**src/rtl/maxnet_sequencer.sv**
```systemverilog
// Maxnet winner-take-all controller: iterates x[i] <- relu(x[i] - eps*(S - x[i]))
// over N FP32 neurons using one shared external combinational adder and multiplier.
module maxnet_sequencer #(
  parameter int N        = 4,
  parameter int XLEN     = 32,
  parameter int MAX_ITER = 64,
  parameter int ITER_W   = 8,
  localparam int IDX_W   = $clog2(N)
) (
  input  logic                clk,
  input  logic                rst_n,
  input  logic                start,
  input  logic [N*XLEN-1:0]   data_in,
  input  logic [XLEN-1:0]     eps,
  output logic [XLEN-1:0]     add_a,
  output logic [XLEN-1:0]     add_b,
  input  logic [XLEN-1:0]     add_result,
  output logic [XLEN-1:0]     mul_a,
  output logic [XLEN-1:0]     mul_b,
  input  logic [XLEN-1:0]     mul_result,
  output logic                busy,
  output logic                done,
  output logic [IDX_W-1:0]    winner,
  output logic                winner_valid,
  output logic                timeout,
  output logic [ITER_W-1:0]   iter_count,
  output logic [N*XLEN-1:0]   values
);

  typedef enum logic [2:0] {IDLE, SUM, DIFF, UPD, FIN} state_t;

  state_t            state;
  logic [XLEN-1:0]   x [N];
  logic [XLEN-1:0]   eps_r, acc, s, d;
  logic [IDX_W-1:0]  idx, last_nz;
  logic [IDX_W:0]    nz;

  logic [XLEN-1:0]   xi, acc_next;
  logic [IDX_W:0]    nz_next;
  logic [ITER_W-1:0] iter_next;
  logic              xi_nz, last, t_zero, relu, step;

  // Negative initial activations are clamped to zero on load.
  function automatic logic [XLEN-1:0] clamp_neg(input logic [XLEN-1:0] w);
    return w[XLEN-1] ? '0 : w;
  endfunction

  assign xi        = x[idx];
  assign xi_nz     = (xi != '0);
  assign last      = (idx == IDX_W'(N-1));
  assign t_zero    = (mul_result == '0);
  assign relu      = (mul_result[XLEN-2:0] >= xi[XLEN-2:0]);
  assign step      = ((state == DIFF) && !xi_nz) || (state == UPD);
  assign nz_next   = nz + {{IDX_W{1'b0}}, xi_nz};
  assign iter_next = iter_count + ITER_W'(1);

  for (genvar g = 0; g < N; g++) begin : g_pack
    assign values[g*XLEN +: XLEN] = x[g];
  end

  always_comb begin
    acc_next = acc;
    if (xi_nz)
      acc_next = (acc == '0) ? xi : add_result;
  end

  // Multiplier operands depend only on registered state, so the adder path
  // below may depend on mul_result without forming a loop.
  always_comb begin
    mul_a = '0;
    mul_b = '0;
    if (state == UPD) begin
      mul_a = eps_r;
      mul_b = d;
    end
  end

  // The shared adder never sees a zero operand: zero cases are bypassed.
  always_comb begin
    add_a = '0;
    add_b = '0;
    case (state)
      SUM: if (xi_nz && (acc != '0)) begin
        add_a = acc;
        add_b = xi;
      end
      DIFF: if (xi_nz) begin
        add_a = s;
        add_b = {~xi[XLEN-1], xi[XLEN-2:0]};
      end
      UPD: if (!t_zero && !relu) begin
        add_a = xi;
        add_b = {1'b1, mul_result[XLEN-2:0]};
      end
      default: ;
    endcase
  end

  always_ff @(posedge clk) begin
    if (!rst_n) begin
      state        <= IDLE;
      for (int k = 0; k < N; k++) x[k] <= '0;
      eps_r        <= '0;
      acc          <= '0;
      s            <= '0;
      d            <= '0;
      idx          <= '0;
      last_nz      <= '0;
      nz           <= '0;
      busy         <= 1'b0;
      done         <= 1'b0;
      winner       <= '0;
      winner_valid <= 1'b0;
      timeout      <= 1'b0;
      iter_count   <= '0;
    end else begin
      done <= 1'b0;
      case (state)
        IDLE: if (start) begin
          for (int k = 0; k < N; k++) x[k] <= clamp_neg(data_in[k*XLEN +: XLEN]);
          eps_r        <= eps;
          iter_count   <= '0;
          winner_valid <= 1'b0;
          timeout      <= 1'b0;
          idx          <= '0;
          acc          <= '0;
          nz           <= '0;
          busy         <= 1'b1;
          state        <= SUM;
        end
        SUM: begin
          acc <= acc_next;
          nz  <= nz_next;
          if (xi_nz) last_nz <= idx;
          if (last) begin
            idx <= '0;
            if (nz_next <= (IDX_W+1)'(1)) begin
              winner_valid <= (nz_next == (IDX_W+1)'(1));
              if (nz_next == (IDX_W+1)'(1)) winner <= xi_nz ? idx : last_nz;
              done  <= 1'b1;
              state <= FIN;
            end else begin
              s     <= acc_next;
              state <= DIFF;
            end
          end else begin
            idx <= idx + IDX_W'(1);
          end
        end
        DIFF: if (xi_nz) begin
          d     <= add_result;
          state <= UPD;
        end
        UPD: if (!t_zero) x[idx] <= relu ? '0 : add_result;
        FIN: begin
          busy  <= 1'b0;
          state <= IDLE;
        end
        default: state <= IDLE;
      endcase

      // Advance to the next neuron, or close the pass.
      if (step) begin
        if (last) begin
          idx        <= '0;
          iter_count <= iter_next;
          if (iter_next == ITER_W'(MAX_ITER)) begin
            timeout      <= 1'b1;
            winner_valid <= 1'b0;
            done         <= 1'b1;
            state        <= FIN;
          end else begin
            acc   <= '0;
            nz    <= '0;
            state <= SUM;
          end
        end else begin
          idx   <= idx + IDX_W'(1);
          state <= DIFF;
        end
      end
    end
  end

endmodule

```
**config.mk**
```make
export PLATFORM = sky130hd
export DESIGN_NAME = maxnet_sequencer
export DESIGN_NICKNAME = d
export VERILOG_FILES = /design/src/rtl/maxnet_sequencer.sv
export SDC_FILE = /design/constraint.sdc
export NUM_CORES = 1
export LEC_CHECK = 0
export CAP_MARGIN = 40
export CORE_MARGIN = 5
export CORE_UTILIZATION = 42
export CTS_CLUSTER_DIAMETER = 40
export DETAILED_ROUTE_END_ITERATION = 7
export PLACE_DENSITY = 0.75
export RECOVER_POWER = 50
export SLEW_MARGIN = 20
export SYNTH_ARGS = -nofsm -noshare
export SYNTH_HDL_FRONTEND = slang
export SYNTH_SLANG_ARGS = --single-unit
export TNS_END_PERCENT = 20
```
**constraint.sdc**
```tcl
create_clock -name clk -period 5.7 [get_ports clk]
set_input_delay 1.14 -clock clk [delete_from_list [all_inputs] [get_ports clk]]
set_output_delay 1.14 -clock clk [all_outputs]
set_load 0.05 [all_outputs]
```
==> run_results.csv <==
group,metric,value,unit
setup_path,arrival,4.37,ns
cts,numCtsBuffers,43,
min_path,holdPathStages,2,
cts,cts.clk_slew.worst_paths,0.05,ns
cts,clkLatencyLatePin,0.53,ns
route,wl_per_cell,28.9,um
die,die_x,197,um
route,ant_nets,0,
yosys,syn_inst,1421,
cts,cts_htree_levels,2,
power,power_density,280,nW/um^2
cts,cts.sinks,282,
cts,clockRootBuffer,"clkbuf_16",
layout,nNetsFinal,2134,
yosys,synth-seq-area-share,47.0,%
setup_path,r2r_start,"state[0]",
cts,cts_tree,"done",
placed_design,portBuffers,496,
die,num_io_pins,497,
cts,cts_setup_buffers,0,
die,num_rows,68,
layout,instances_no_fill,2364,
setup_path,crit_buf_inv,5,
route,via_per_inst,6.34,
placed_design,hpwlAfterDp,50300,um
yosys,syn_avg_cell_area,10.4,sq um
global_routing,grt_pass1_vias,14700,
die,initial_core_util,42.6,%
setup_path,required,4.56,ns
timing,tightest_slew,2.26,ns
placed_design,dp_cells,2274,
layout,syn_to_final_growth,48.8,%
power,p_leak,8.65,nW
timing,maxSlewViolCount,76,
setup_path,criticalPathCategory,"reg -> out",
setup_path,crit_chain,"buf_6 > buf_4 > mux4_2 > nor4_1 > nand4_1 > nor2_2 > inv_2 > nand3_2 > o21ai_2 > buf_4 > a22o_1 > buf_4",
setup_path,critical-path-max-stage-delay,0.62,ns
cts,cts_resized,0,
cts,clockBufferDepth,3,
route,drt_first_iter_violations,1880,
yosys,ys_warn_count,0,
yosys,ys_ff_latch,282,
cts,cts_hold_buf,0,
setup_path,reg2reg_setup_slack,0.77,ns
status,outcome,"finished, violations left",
route,routed_wl,68400,um
global_routing,grt.overflow.total,0,
setup_path,cp_slowest_cell,"mux4_2",
setup_path,cp_max_fo,20,
timing,finalSetupViolations,0,
yosys,ys_types,54,
placed_design,place_ws,0.582,ns
min_path,hp-start,"s[10]",
yosys,synth_edf_count,128,
timing,setup_ws,0.187,ns
yosys,synthFlopType,"dfxtp_1",
route,drc,0,
layout,drive_gt1_share,13.8,%
power,ir_drop,0.250,mV
power,power,0.00614,W
placed_design,place_congestion,0.918,
timing,grt_setup_unrepaired,"no",
yosys,synth-async-reset-ratio,0,%
setup_path,crit_top_cell,"buf_4",
die,die_area,38900,sq um
route,dr.pass1.iters,6,
die,core_area,34500,sq um
timing,finalSetupTns,0,ns
job,cap_violations,2,
global_routing,antenna_found_initial,10,
timing,fmax,181,MHz
setup_path,cp_top_family,"buffers and inverters",
route,vias,15000,
yosys,syn_area,14700,sq um
timing,skew,0.0145,ns
setup_path,crit_path_start_kind,"register",
min_path,hold_path_class,"reg -> reg",
status,violations,"capacitance limit, slew limit",
timing,finalHoldViolCount,0,
setup_path,ff2ff_path_depth,6,
setup_path,r2r_end,"x[0][10]",
yosys,synth_nets,1686,
setup_path,endpoint_kind,"output pin",
global_routing,grt_max_degree,122,
timing,fin_crit,5.51,ns
min_path,hold_end,"s[10]",
timing,slew_headroom,-50.6,%
global_routing,track_usage,33.2,%
timing,timing.final.crit_share,96.7,%
die,die_height,197,um
global_routing,grt_first_pass_wirelength,98200,um
layout,fillers,2785,
==> worst max path at each step <==
stage | to | slack [ns] | cells after the start
floorplan | add_b[0] | 0.78 | 15
global placement | add_a[17] | 0.64 | 11
detailed placement | add_a[5] | 0.58 | 11
CTS | add_b[25] | 0.16 | 12
global route | add_a[5] | 0.06 | 13
finish | add_b[25] | 0.19 | 12
==> cells in the final DEF (no fill, tap or decap), types with 57 or more instances in the layout <==
master             n
nor2_1            57
and3_1            70
dfxtp_1          152
edfxtp_1         128
nand2_1          155
o21ai_0          117
a22oi_1           66
dlygate4sd3_1    143
a32o_1           119
clkdlybuf4s50_1  288
==> state kept, by name, indices dropped and copies added (netlist names), 3 cells and up, named ones only <==
name and cells:
state 3, s 32, x 128, eps_r 32, iter_count 8, d 32, acc 32, nz 3
==> cell usage after synthesis, types with 2 or more instances <==
library cell	count	area (sq um)
a32o_1	119	1190
buf_4	4	30.0
buf_6	7	78.8
xnor2_1	2	17.5
nand2_2	3	18.8
dfxtp_1	154	3080
and4_1	2	17.5
a22o_1	33	289
nor2b_1	5	31.3
nand3b_1	2	15.0
nor4_1	26	163
a21boi_0	32	240
mux4_2	32	721
inv_1	38	143
buf_1	7	26.3
mux2_2	32	360
clkbuf_1	98	368
a21boi_1	3	22.5
a21o_1	9	67.6
nand2b_1	4	25.0
edfxtp_1	128	3840
a22oi_1	66	495
nand2_1	155	582
o21ai_0	117	586
nor2_1	64	240
xor2_1	3	26.3
mux2i_1	37	370
a21oi_1	17	85.1
nand4_1	15	93.8
or3_1	2	12.5
nand3_1	46	230
nor3_1	8	40.0
o2bb2ai_1	3	26.3
and3_1	71	444
ha_1	38	475
o21a_1	3	22.5
buf_2	16	80.1
and2_1	3	18.8
a31oi_1	2	12.5
==> cell type report <==
class / count / area [sq um] / share of cell area (%)
inverter: 39 / 146 / 0.668
timing repair buffer: 535 / 5700 / 26.0
multi-input combinational: 968 / 7140 / 32.6
clock buffer: 50 / 1170 / 5.32
antenna: 6 / 15.0 / 0.0685
sequential: 282 / 6930 / 31.6
tap: 455 / 569 / 2.60
clock inverter: 29 / 246 / 1.12
==> routing by layer <==
layer	up-vias	part of all wire [%]	GRT usage (%)	wire, um
met5	-	0.12	0	83
met4	12	5.5	15.4	3740
met3	240	12	9.93	8330
met2	1127	45	50.5	30600
met1	7213	38	43.6	25700
li1	6393	-	-	-
==> through the flow <==
stage	hold WS (ns)	cell area (sq um)	utilization [%]
floorplan	0.425	14700	-
global placement	0.433	20200	58.5
detailed placement	0.442	20500	59.3
CTS	0.453	21900	63.4
global route	0.472	21900	63.4
finish	0.452	21900	63.4
==> report_power, final <==
group / internal (W) / switching [W] / leakage [nW] / total (W)
Combinational: 0.000459 / 0.000803 / 5.35 / 0.00126
Clock: 0.00158 / 0.00102 / 0.675 / 0.00259
Sequential: 0.00222 / 0.0000707 / 2.63 / 0.00229
==> tightest hold or removal path, delay by kind of cell (launching register included) <==
kind	cells	cell delay, ns
DFF	1	0.32
and+or+nand+nor	1	0.05
AOI/OAI and AO/OA	1	0.05
==> logic make-up after synthesis <==
logic type	after synthesis	share of synthesized area (%)
adders and majority gates	38	3.23
buffers and inverters	171	4.95
AOI/OAI and AO/OA	413	21.3
muxes	101	9.86
DFF	282	47.0
xor gates and xnor gates	5	0.297
and+or+nand+nor	411	13.4
No activity file was read; power rests on OpenSTA's default activity.
